--- src/rtl/i2s_sync_capture.sv ---
`default_nettype none
// +------------------------------------------------------------------+
// | i2s_sync_capture: oversampled multi-mic I2S receiver, CLK domain |
// | Revision 1.0                                                     |
// +------------------------------------------------------------------+
module i2s_sync_capture #(
  parameter int NUM_CH      = 4,
  parameter int DATA_BITS   = 16,
  parameter int SYNC_STAGES = 2
) (
  input  logic                            CLK,
  input  logic                            RESET,
  input  logic                            ENABLE,
  input  logic                            AUD_BCLK,
  input  logic                            AUD_ADCLRCK,
  input  logic [NUM_CH-1:0]               GPIO_DIN,
  output logic [NUM_CH*2*DATA_BITS-1:0]   SAMPLE_DATA,
  output logic                            SAMPLE_VALID,
  input  logic                            SAMPLE_READY,
  output logic                            OVERRUN,
  output logic                            SHORT_FRAME,
  input  logic                            CLEAR_FLAGS
);

  localparam int SW    = NUM_CH + 2;
  localparam int CNT_W = $clog2(DATA_BITS + 1);
  localparam logic [CNT_W-1:0] FULL_CNT = CNT_W'(DATA_BITS);

  typedef enum logic [1:0] {
    IDLE  = 2'd0,
    ALIGN = 2'd1,
    LEFT  = 2'd2,
    RIGHT = 2'd3
  } state_t;

  logic [SW-1:0]           sync_q [SYNC_STAGES];
  logic                    bclk_s, ws_s, bclk_d, ws_prev;
  logic [NUM_CH-1:0]       sd_s;
  logic                    bclk_rise, ws_fall, ws_rise;
  state_t                  state, next_state;
  logic                    in_left, in_right, slot_end, commit_now, commit_pend;
  logic                    take, short_slot;
  logic [CNT_W-1:0]        bit_cnt, cnt_next, align_sh;
  logic [NUM_CH*2*DATA_BITS-1:0] frame_bus;

  // BCLK, WS and SD share one chain so their relative timing is preserved
  assign {bclk_s, ws_s, sd_s} = sync_q[SYNC_STAGES-1];

  always_ff @(posedge CLK) begin
    if (RESET) begin
      for (int k = 0; k < SYNC_STAGES; k++) sync_q[k] <= '0;
      bclk_d  <= 1'b0;
      ws_prev <= 1'b0;
    end else begin
      sync_q[0] <= {AUD_BCLK, AUD_ADCLRCK, GPIO_DIN};
      for (int k = 1; k < SYNC_STAGES; k++) sync_q[k] <= sync_q[k-1];
      bclk_d <= bclk_s;
      if (bclk_rise) ws_prev <= ws_s;
    end
  end

  assign bclk_rise = bclk_s & ~bclk_d;
  assign ws_fall   = bclk_rise & ws_prev & ~ws_s;
  assign ws_rise   = bclk_rise & ~ws_prev & ws_s;

  always_ff @(posedge CLK) begin
    if (RESET) state <= IDLE;
    else       state <= next_state;
  end

  // The WS-change edge carries the outgoing slot's last bit, so it is
  // consumed by that slot and the next edge is the new slot's MSB.
  always_comb begin
    next_state = state;
    in_left    = 1'b0;
    in_right   = 1'b0;
    slot_end   = 1'b0;
    commit_now = 1'b0;
    case (state)
      IDLE:  if (ENABLE) next_state = ALIGN;
      ALIGN: if (ws_fall) next_state = LEFT;
      LEFT: begin
        in_left = 1'b1;
        if (ws_rise) begin
          slot_end   = 1'b1;
          next_state = RIGHT;
        end
      end
      RIGHT: begin
        in_right = 1'b1;
        if (ws_fall) begin
          slot_end   = 1'b1;
          commit_now = 1'b1;
          next_state = ENABLE ? LEFT : IDLE;
        end
      end
      default: next_state = IDLE;
    endcase
  end

  assign take       = bclk_rise & (in_left | in_right) & (bit_cnt < FULL_CNT);
  assign cnt_next   = bit_cnt + CNT_W'(take);
  assign short_slot = slot_end & (cnt_next < FULL_CNT);
  assign align_sh   = FULL_CNT - cnt_next;

  always_ff @(posedge CLK) begin
    if (RESET) begin
      bit_cnt     <= '0;
      commit_pend <= 1'b0;
    end else begin
      commit_pend <= commit_now;
      if (slot_end || !(in_left || in_right)) bit_cnt <= '0;
      else if (take)                          bit_cnt <= cnt_next;
    end
  end

  for (genvar i = 0; i < NUM_CH; i++) begin : g_ch
    logic [DATA_BITS-1:0] left_sh, right_sh, left_nx, right_nx;

    // Short slots are MSB-aligned, pushing stale bits out the top
    always_comb begin
      left_nx  = left_sh;
      right_nx = right_sh;
      if (take && in_left)        left_nx  = (left_sh << 1)  | DATA_BITS'(sd_s[i]);
      if (take && in_right)       right_nx = (right_sh << 1) | DATA_BITS'(sd_s[i]);
      if (short_slot && in_left)  left_nx  = left_nx << align_sh;
      if (short_slot && in_right) right_nx = right_nx << align_sh;
    end

    always_ff @(posedge CLK) begin
      if (RESET) begin
        left_sh  <= '0;
        right_sh <= '0;
      end else begin
        left_sh  <= left_nx;
        right_sh <= right_nx;
      end
    end

    assign frame_bus[(i+1)*2*DATA_BITS-1 -: 2*DATA_BITS] = {left_sh, right_sh};
  end

  always_ff @(posedge CLK) begin
    if (RESET) begin
      SAMPLE_DATA  <= '0;
      SAMPLE_VALID <= 1'b0;
      OVERRUN      <= 1'b0;
      SHORT_FRAME  <= 1'b0;
    end else begin
      if (commit_pend && (!SAMPLE_VALID || SAMPLE_READY)) begin
        SAMPLE_DATA  <= frame_bus;
        SAMPLE_VALID <= 1'b1;
      end else if (SAMPLE_VALID && SAMPLE_READY) begin
        SAMPLE_VALID <= 1'b0;
      end

      if (commit_pend && SAMPLE_VALID && !SAMPLE_READY) OVERRUN <= 1'b1;
      else if (CLEAR_FLAGS)                             OVERRUN <= 1'b0;

      if (short_slot)       SHORT_FRAME <= 1'b1;
      else if (CLEAR_FLAGS) SHORT_FRAME <= 1'b0;
    end
  end

endmodule
`default_nettype wire

--- config.mk ---
export PLATFORM = sky130hd
export DESIGN_NAME = i2s_sync_capture
export DESIGN_NICKNAME = d
export VERILOG_FILES = /design/src/rtl/i2s_sync_capture.sv
export SDC_FILE = /design/constraint.sdc
export NUM_CORES = 1
export LEC_CHECK = 0
export ABC_AREA = 1
export ABC_CLOCK_PERIOD_IN_PS = 4400
export BUFFER_PORTS_ARGS = -buffer_cell sky130_fd_sc_hd__buf_2
export CELL_PAD_IN_SITES_DETAIL_PLACEMENT = 1
export CELL_PAD_IN_SITES_GLOBAL_PLACEMENT = 2
export CORE_AREA = 2 2 193 271
export DETAILED_ROUTE_END_ITERATION = 16
export DIE_AREA = 0 0 195 273
export GPL_TIMING_DRIVEN = 0
export PLACE_DENSITY_LB_ADDON = 0.1
export SKIP_CTS_REPAIR_TIMING = 1
export SLEW_MARGIN = 5
export SYNTH_ARGS = -nofsm -noshare
export SYNTH_HDL_FRONTEND = slang
export SYNTH_SLANG_ARGS = --single-unit
--- constraint.sdc ---
create_clock -name CLK -period 4.4 [get_ports CLK]
set_input_delay 0.66 -clock CLK [delete_from_list [all_inputs] [get_ports CLK]]
set_output_delay 0.66 -clock CLK [all_outputs]
set_load 0.02 [all_outputs]
* Word level (Yosys, flattened, before mapping)
Memory sizes are Yosys's and may differ from the RTL's. Index checks and enable logic that the tools add are counted.
Cells by class: reductions and logical operators 21, add/sub/neg operators 2, muxes and demuxes 37, magnitude comparators 2, bitwise logic cells 23, shifts and indexed selects 8, equality and inequality tests 7
Operators by type and width (count):
- 16-bit two-way mux | 16
- 16-bit by 1-bit bitwise OR with 16-bit output | 8
- 16-bit by 5-bit << shifter with 16-bit output | 8
- 1-bit two-way mux | 12
- 6-bit two-way mux | 2
- 5-bit < comparator (second input constant) | 2
- 2-bit two-way mux | 5
- 1-bit bitwise AND | 8
- 1-bit logical AND | 8
- 2-bit != test (second input constant) | 4
- 2-bit one-hot mux with 4 select lines | 1
- 2-bit nonzero test | 3
- 5-bit by 1-bit adder with 5-bit output | 1
- 5-bit subtractor (first input constant) | 1
- 2-bit == test (second input constant) | 2
- 1-bit NOT | 4
- 4-bit AND reduction | 1
- 2-bit OR reduction | 2
- 1-bit zero test | 3
- 1-bit logical OR | 3
- 1-bit bitwise OR | 3
- 2-bit by 1-bit == test with 1-bit output (second input constant) | 1
- 2-bit zero test | 1
- 1-bit one-hot mux with 2 select lines | 1
Storage, ports and cells: bits in registers 269, memories 1, output and inout bits 131, RAM bits 12, input bits 11, logic and storage cells 118
Memory list:
- sync_q | words 2, bits a word 6, rd ports 2, clocked after memory_dff 0, write ports 2, RTL line 36 | logic [SW-1:0] sync_q [SYNC_STAGES];

* Depth between registers and ports, before layout
depth in word-level cells 10, depth in mapped cells 22, mapped depth without buffers 19

* Worst setup path after synthesis
No wires, ideal clock.
kind reg-to-reg, start point register bit_cnt[4], end point register g_ch[0].left_sh[13], buffers on the path 5, arrival time 3483 ps, cell stages (with the launch flop) 22, required time 4343 ps, setup time 57 ps, clock period less this slack 3540 ps, setup slack 860 ps, path through dfxtp_1 -> inv_1 -> nand2_1 -> nor2_1 -> buf_2 -> buf_2 -> ha_1 -> inv_1 -> clkbuf_1 -> buf_1 -> ha_1 -> nand2_1 -> nor2_1 -> ha_1 -> inv_1 -> nand4_4 -> nor2_4 -> buf_2 -> nand3_1 -> nand3_1 -> nand2_1 -> inv_1
Between the ends: elaborated cells on any way between the ends 11, classes of those cells 2 x add/sub; 2 x order compare; 1 x shift; 2 x mux; 2 x bitwise; 2 x reduce/logical
RTL lines:
- from (decl) | RTL line 43 | logic [CNT_W-1:0] bit_cnt, cnt_next, align_sh;
- from (signal assigned) | RTL line 113 | else if (take) bit_cnt <= cnt_next;
- 5-bit < comparator | RTL line 101 | assign take = bclk_rise & (in_left | in_right) & (bit_cnt < FULL_CNT);
- 1-bit bitwise AND | RTL line 101
- 5-bit by 1-bit adder with 5-bit output | RTL line 102 | assign cnt_next = bit_cnt + CNT_W'(take);
- 5-bit subtractor | RTL line 104 | assign align_sh = FULL_CNT - cnt_next;
- via align_sh[0] | RTL line 43
- 16-bit by 5-bit << shifter with 16-bit output | RTL line 126 | if (short_slot && in_left) left_nx = left_nx << align_sh;
- 16-bit two-way mux | RTL line 126
- to (signal assigned) | RTL line 135 | left_sh <= left_nx;
- to (decl) | RTL line 118 | logic [DATA_BITS-1:0] left_sh, right_sh, left_nx, right_nx;
The timed path passes the listed nets, and every way through them passes these cells. A chain may end at the register's enable or synchronous reset.

* Worst setup path in the final report
start point register bit_cnt[4], end point register g_ch[3].left_sh[10]
Between the ends: elaborated cells on any way between the ends 11, classes of those cells 2 x add/sub; 2 x order compare; 1 x shift; 2 x mux; 2 x bitwise; 2 x reduce/logical
RTL lines (RTL line):
- 5-bit < comparator | 101
- 1-bit bitwise AND | 101
- 5-bit by 1-bit adder with 5-bit output | 102
- 5-bit subtractor | 104
- via align_sh[0] | 43
- 16-bit by 5-bit << shifter with 16-bit output | 126
- 16-bit two-way mux | 126
- to (signal assigned) | 135
- to (decl) | 118
The timed path passes the listed nets, and every way through them passes these cells.

==> flow_summary_export.csv <==
group,metric,value,unit
timing,number_of_hold_violations_in_the_final_report,0,
route,via_density_per_instance,6.12,
timing,fin_worst_skew,0.0503,ns
cts,cts.sinks,281,
final_layout,layout-area-overhead-vs-synth,16.5,%
global_route,largest_net_degree_at_the_start_of_global_routing,16,
logic_synthesis,synth_cell_type_count,36,
logic_synthesis,mappedNetlistNets,2720,
logic_synthesis,most_numerous_cell_in_the_yosys_netlist,"sky130_fd_sc_hd__nand3_1",
worst_setup_path,startpoint_type,"flip-flop",
timing,grt_setup_unrepaired,"no",
timing,finalSetupViolCount,0,
global_route,vias_in_the_first_global_route,22200,
worst_setup_path,critPathRequiredTime,4.88,ns
placement,hpwlAfterDp,81800,um
logic_synthesis,synth_warnings,0,
timing,timing.fmax,0.230,GHz
route,initialDrtViolationCount,2041,
route,post-route-drc-count,0,
route,drt-wirelength-per-cell,31.8,um
global_route,grt_pass1_wl,157000,um
logic_synthesis,synthArstFlopShare,0,%
worst_setup_path,crit_type,"reg2reg",
timing,report.final.slew_viol_count,11,
placement,place_inst,3495,
floorplanning,dieArea,53200,sq um
logic_synthesis,postSynthRegisterBits,281,
floorplanning,die_y,273,um
floorplanning,design.portCount,142,
power,power.density_cell_area,296,nW/um^2
timing,clock_period_minus_worst_slack,4.35,ns
placement,gpl.final_weighted_congestion,1.02,
placement,worst_setup_slack_post_dpl,-3.16,ns
hold_path,type_of_the_tightest_min_delay_check,"in2reg",
floorplanning,rows,98,
outcome,failed_checks,"max-capacitance violations, max-slew violations",
logic_synthesis,synth_top_area_share,33.8,%
run,max_cap_viol_count,1,
timing,fin_crit_sh,98.9,%
logic_synthesis,yosysSeqAreaShare,33.8,%
logic_synthesis,netlist_area,16600,sq um
worst_setup_path,critical_path_arrival,4.83,ns
cts,cts_tree,"done",
final_layout,drive_gt1_share,10.7,%
timing,worst_pin_slew,1.51,ns
logic_synthesis,post_synth.cell_area_avg,6.15,sq um
cts,numCtsBuffers,31,
floorplanning,fp.coreArea,50800,sq um
logic_synthesis,synthesis.instances,2705,
placement,numPortBuffers,140,
final_layout,numnets_final,2902,
timing,timing.final.ws_setup,0.0497,ns
cts,cts_max_level,1,
route,detail-route-antenna-nets,0,
logic_synthesis,synth_top_area_cell,"sky130_fd_sc_hd__dfxtp_1",
route,via_count,21800,
power,power_leakage,8.41,nW
route,firstDrtPassIters,5,
global_route,initial_antenna_violation_count,8,
floorplanning,start_util,32.7,%
worst_setup_path,cp-end-kind,"flip-flop",
floorplanning,die-width,195,um
cts,cts_root_buffer,"sky130_fd_sc_hd__clkbuf_16",
power,vdd_ir_drop_max,335,uV
logic_synthesis,yosys-top-cells-area,"sky130_fd_sc_hd__dfxtp_1 (34%), sky130_fd_sc_hd__nand3_1 (22%), sky130_fd_sc_hd__nand2_1 (16%)",
logic_synthesis,most_common_flop_cell_mapped_by_yosys,"sky130_fd_sc_hd__dfxtp_1",
final_layout,finalNonFillerCells,3563,
worst_setup_path,worstPathMaxFanout,10,
logic_synthesis,synth.top_cells.by_count,"sky130_fd_sc_hd__nand3_1 (746), sky130_fd_sc_hd__nand2_1 (711), sky130_fd_sc_hd__dfxtp_1 (281)",
route,detailed_route_wire_length,113000,um
logic_synthesis,number_of_synthesized_flops_with_an_enable_pin,0,
outcome,status,"finished, violations left",
cts,worst_skew_pair.late_latency,0.65,ns
global_route,grt_remaining_overflow,0,
timing,worst_relative_slew_slack,-0.841,%
cts,clock_tree.buffer_depth,3,
cts,clkTransAtPathRegs,0.07,ns
global_route,grt.total_usage,41.7,%
## critical path, cell delays in order (launching register included)
cell and delay (ns):
sky130_fd_sc_hd__dfxtp_1 0.35, sky130_fd_sc_hd__inv_1 0.09, sky130_fd_sc_hd__nand2_1 0.11, sky130_fd_sc_hd__nor2_4 0.17
sky130_fd_sc_hd__buf_6 0.23, sky130_fd_sc_hd__buf_8 0.22, sky130_fd_sc_hd__ha_1 0.28, sky130_fd_sc_hd__inv_1 0.13
sky130_fd_sc_hd__buf_6 0.23, sky130_fd_sc_hd__buf_8 0.24, sky130_fd_sc_hd__ha_1 0.31, sky130_fd_sc_hd__inv_2 0.14
sky130_fd_sc_hd__clkbuf_2 0.50, sky130_fd_sc_hd__buf_2 0.59, sky130_fd_sc_hd__nand2_1 0.16, sky130_fd_sc_hd__nand3_1 0.12
sky130_fd_sc_hd__nand3_1 0.08, sky130_fd_sc_hd__nand2_1 0.16, sky130_fd_sc_hd__a21oi_1 0.07
## state kept, by name, summed over array words and instances, names as in the netlist
name	flops
OVERRUN	1
SAMPLE_DATA	128
SAMPLE_VALID	1
SHORT_FRAME	1
bclk_d	1
bit_cnt	5
commit_pend	1
g_ch.left_sh	64
g_ch.right_sh	64
state	2
sync_q	12
ws_prev	1
## metrics by stage
step                hold slack [ns]  utilization (%)  cell area (sq um)  total power, mW  TNS (ns)
floorplan                     0.388                -              16600             2.86         0
global placement              0.392             35.7              18100             3.09   -328.93
detailed placement            0.398             35.7              18100             3.09   -335.11
CTS                           0.213             37.6              19100             5.72   -337.70
global route                  0.231             38.1              19400             5.84         0
finish                        0.233             38.2              19400             5.73         0
## power breakdown
group          switching [mW]  internal (mW)  total, mW
sequential            0.00732           2.56       2.57
combinational           0.398         0.0968      0.495
clock                    1.21           1.45       2.67
total                    1.62           4.11       5.73
## routing by layer
layer / vias up / GRT usage, % / wire length (um)
li1: 9482 / - / -
met1: 10600 / 46.7 / 41100
met2: 1233 / 68.6 / 51000
met3: 515 / 8.81 / 9840
met4: 0 / 33.6 / 11400
met5: - / 0 / 0
## worst paths after layout
path                                                       end               startpoint  cells after the start  slack [ns]
worst max-delay path            g_ch[3].left_sh[10]$_SDFF_PP0_  bit_cnt[4]$_SDFFE_PP0N_                     18        0.05
worst min-delay path                   sync_q[0][0]$_SDFF_PP0_              GPIO_DIN[0]                      3        0.23
worst max register to register  g_ch[3].left_sh[10]$_SDFF_PP0_  bit_cnt[4]$_SDFFE_PP0N_                     18        0.05
worst min register to register         sync_q[0][8]$_SDFF_PP0_  sync_q[0][2]$_SDFF_PP0_                      2        0.40
## layout make-up
| class | count | area (sq um) |
|---|---|---|
| clock buffer | 42 | 847 |
| buffer | 209 | 985 |
| tap | 650 | 813 |
| clock inverter | 11 | 120 |
| timing repair buffer | 149 | 788 |
| antenna | 6 | 15.0 |
| inverter | 179 | 672 |
| multi-input combinational | 2036 | 9500 |
| sequential | 281 | 5630 |
| fill | 6819 | 31400 |
## cell usage in the layout, fill, tap and decap left out, types with 3 or more instances in the layout
cell                           n
sky130_fd_sc_hd__inv_2         9
sky130_fd_sc_hd__o21ai_0     171
sky130_fd_sc_hd__ha_1          4
sky130_fd_sc_hd__clkbuf_2     34
sky130_fd_sc_hd__nor2_4        7
sky130_fd_sc_hd__buf_6         3
sky130_fd_sc_hd__buf_8         3
sky130_fd_sc_hd__o21ai_1      14
sky130_fd_sc_hd__clkinvlp_4    3
sky130_fd_sc_hd__clkbuf_16    31
sky130_fd_sc_hd__nand4_1       5
sky130_fd_sc_hd__nand2_1     710
sky130_fd_sc_hd__buf_1        14
sky130_fd_sc_hd__nand3_1     744
sky130_fd_sc_hd__o211ai_1     40
sky130_fd_sc_hd__a21oi_1     207
sky130_fd_sc_hd__o21a_1        3
sky130_fd_sc_hd__clkbuf_1    110
sky130_fd_sc_hd__nor2_1       89
sky130_fd_sc_hd__dfxtp_1     280
sky130_fd_sc_hd__nand3_2       3
sky130_fd_sc_hd__a21boi_1      3
sky130_fd_sc_hd__and2_1        4
sky130_fd_sc_hd__clkbuf_8      3
sky130_fd_sc_hd__buf_4        15
sky130_fd_sc_hd__a21boi_0      4
sky130_fd_sc_hd__clkbuf_4      6
sky130_fd_sc_hd__a31oi_1      13
sky130_fd_sc_hd__clkinv_2      4
sky130_fd_sc_hd__buf_2       178
sky130_fd_sc_hd__inv_1       168
sky130_fd_sc_hd__diode_2       6
## logic make-up (layout without fill, tap and decap cells)
logic type               count (synthesis)  count (layout)  synth area share (%)
buffers and inverters                  388             590                  9.20
XOR/XNOR                                 2               2                 0.105
flip-flops                             281             281                  33.8
AO/OA/AOI/OAI                          462             462                  14.9
other                                    0               6                     0
adder cells (fa/ha/maj)                  4               4                 0.301
AND/OR/NAND/NOR                       1568            1568                  41.6
No activity file was read; power rests on OpenSTA's default activity.
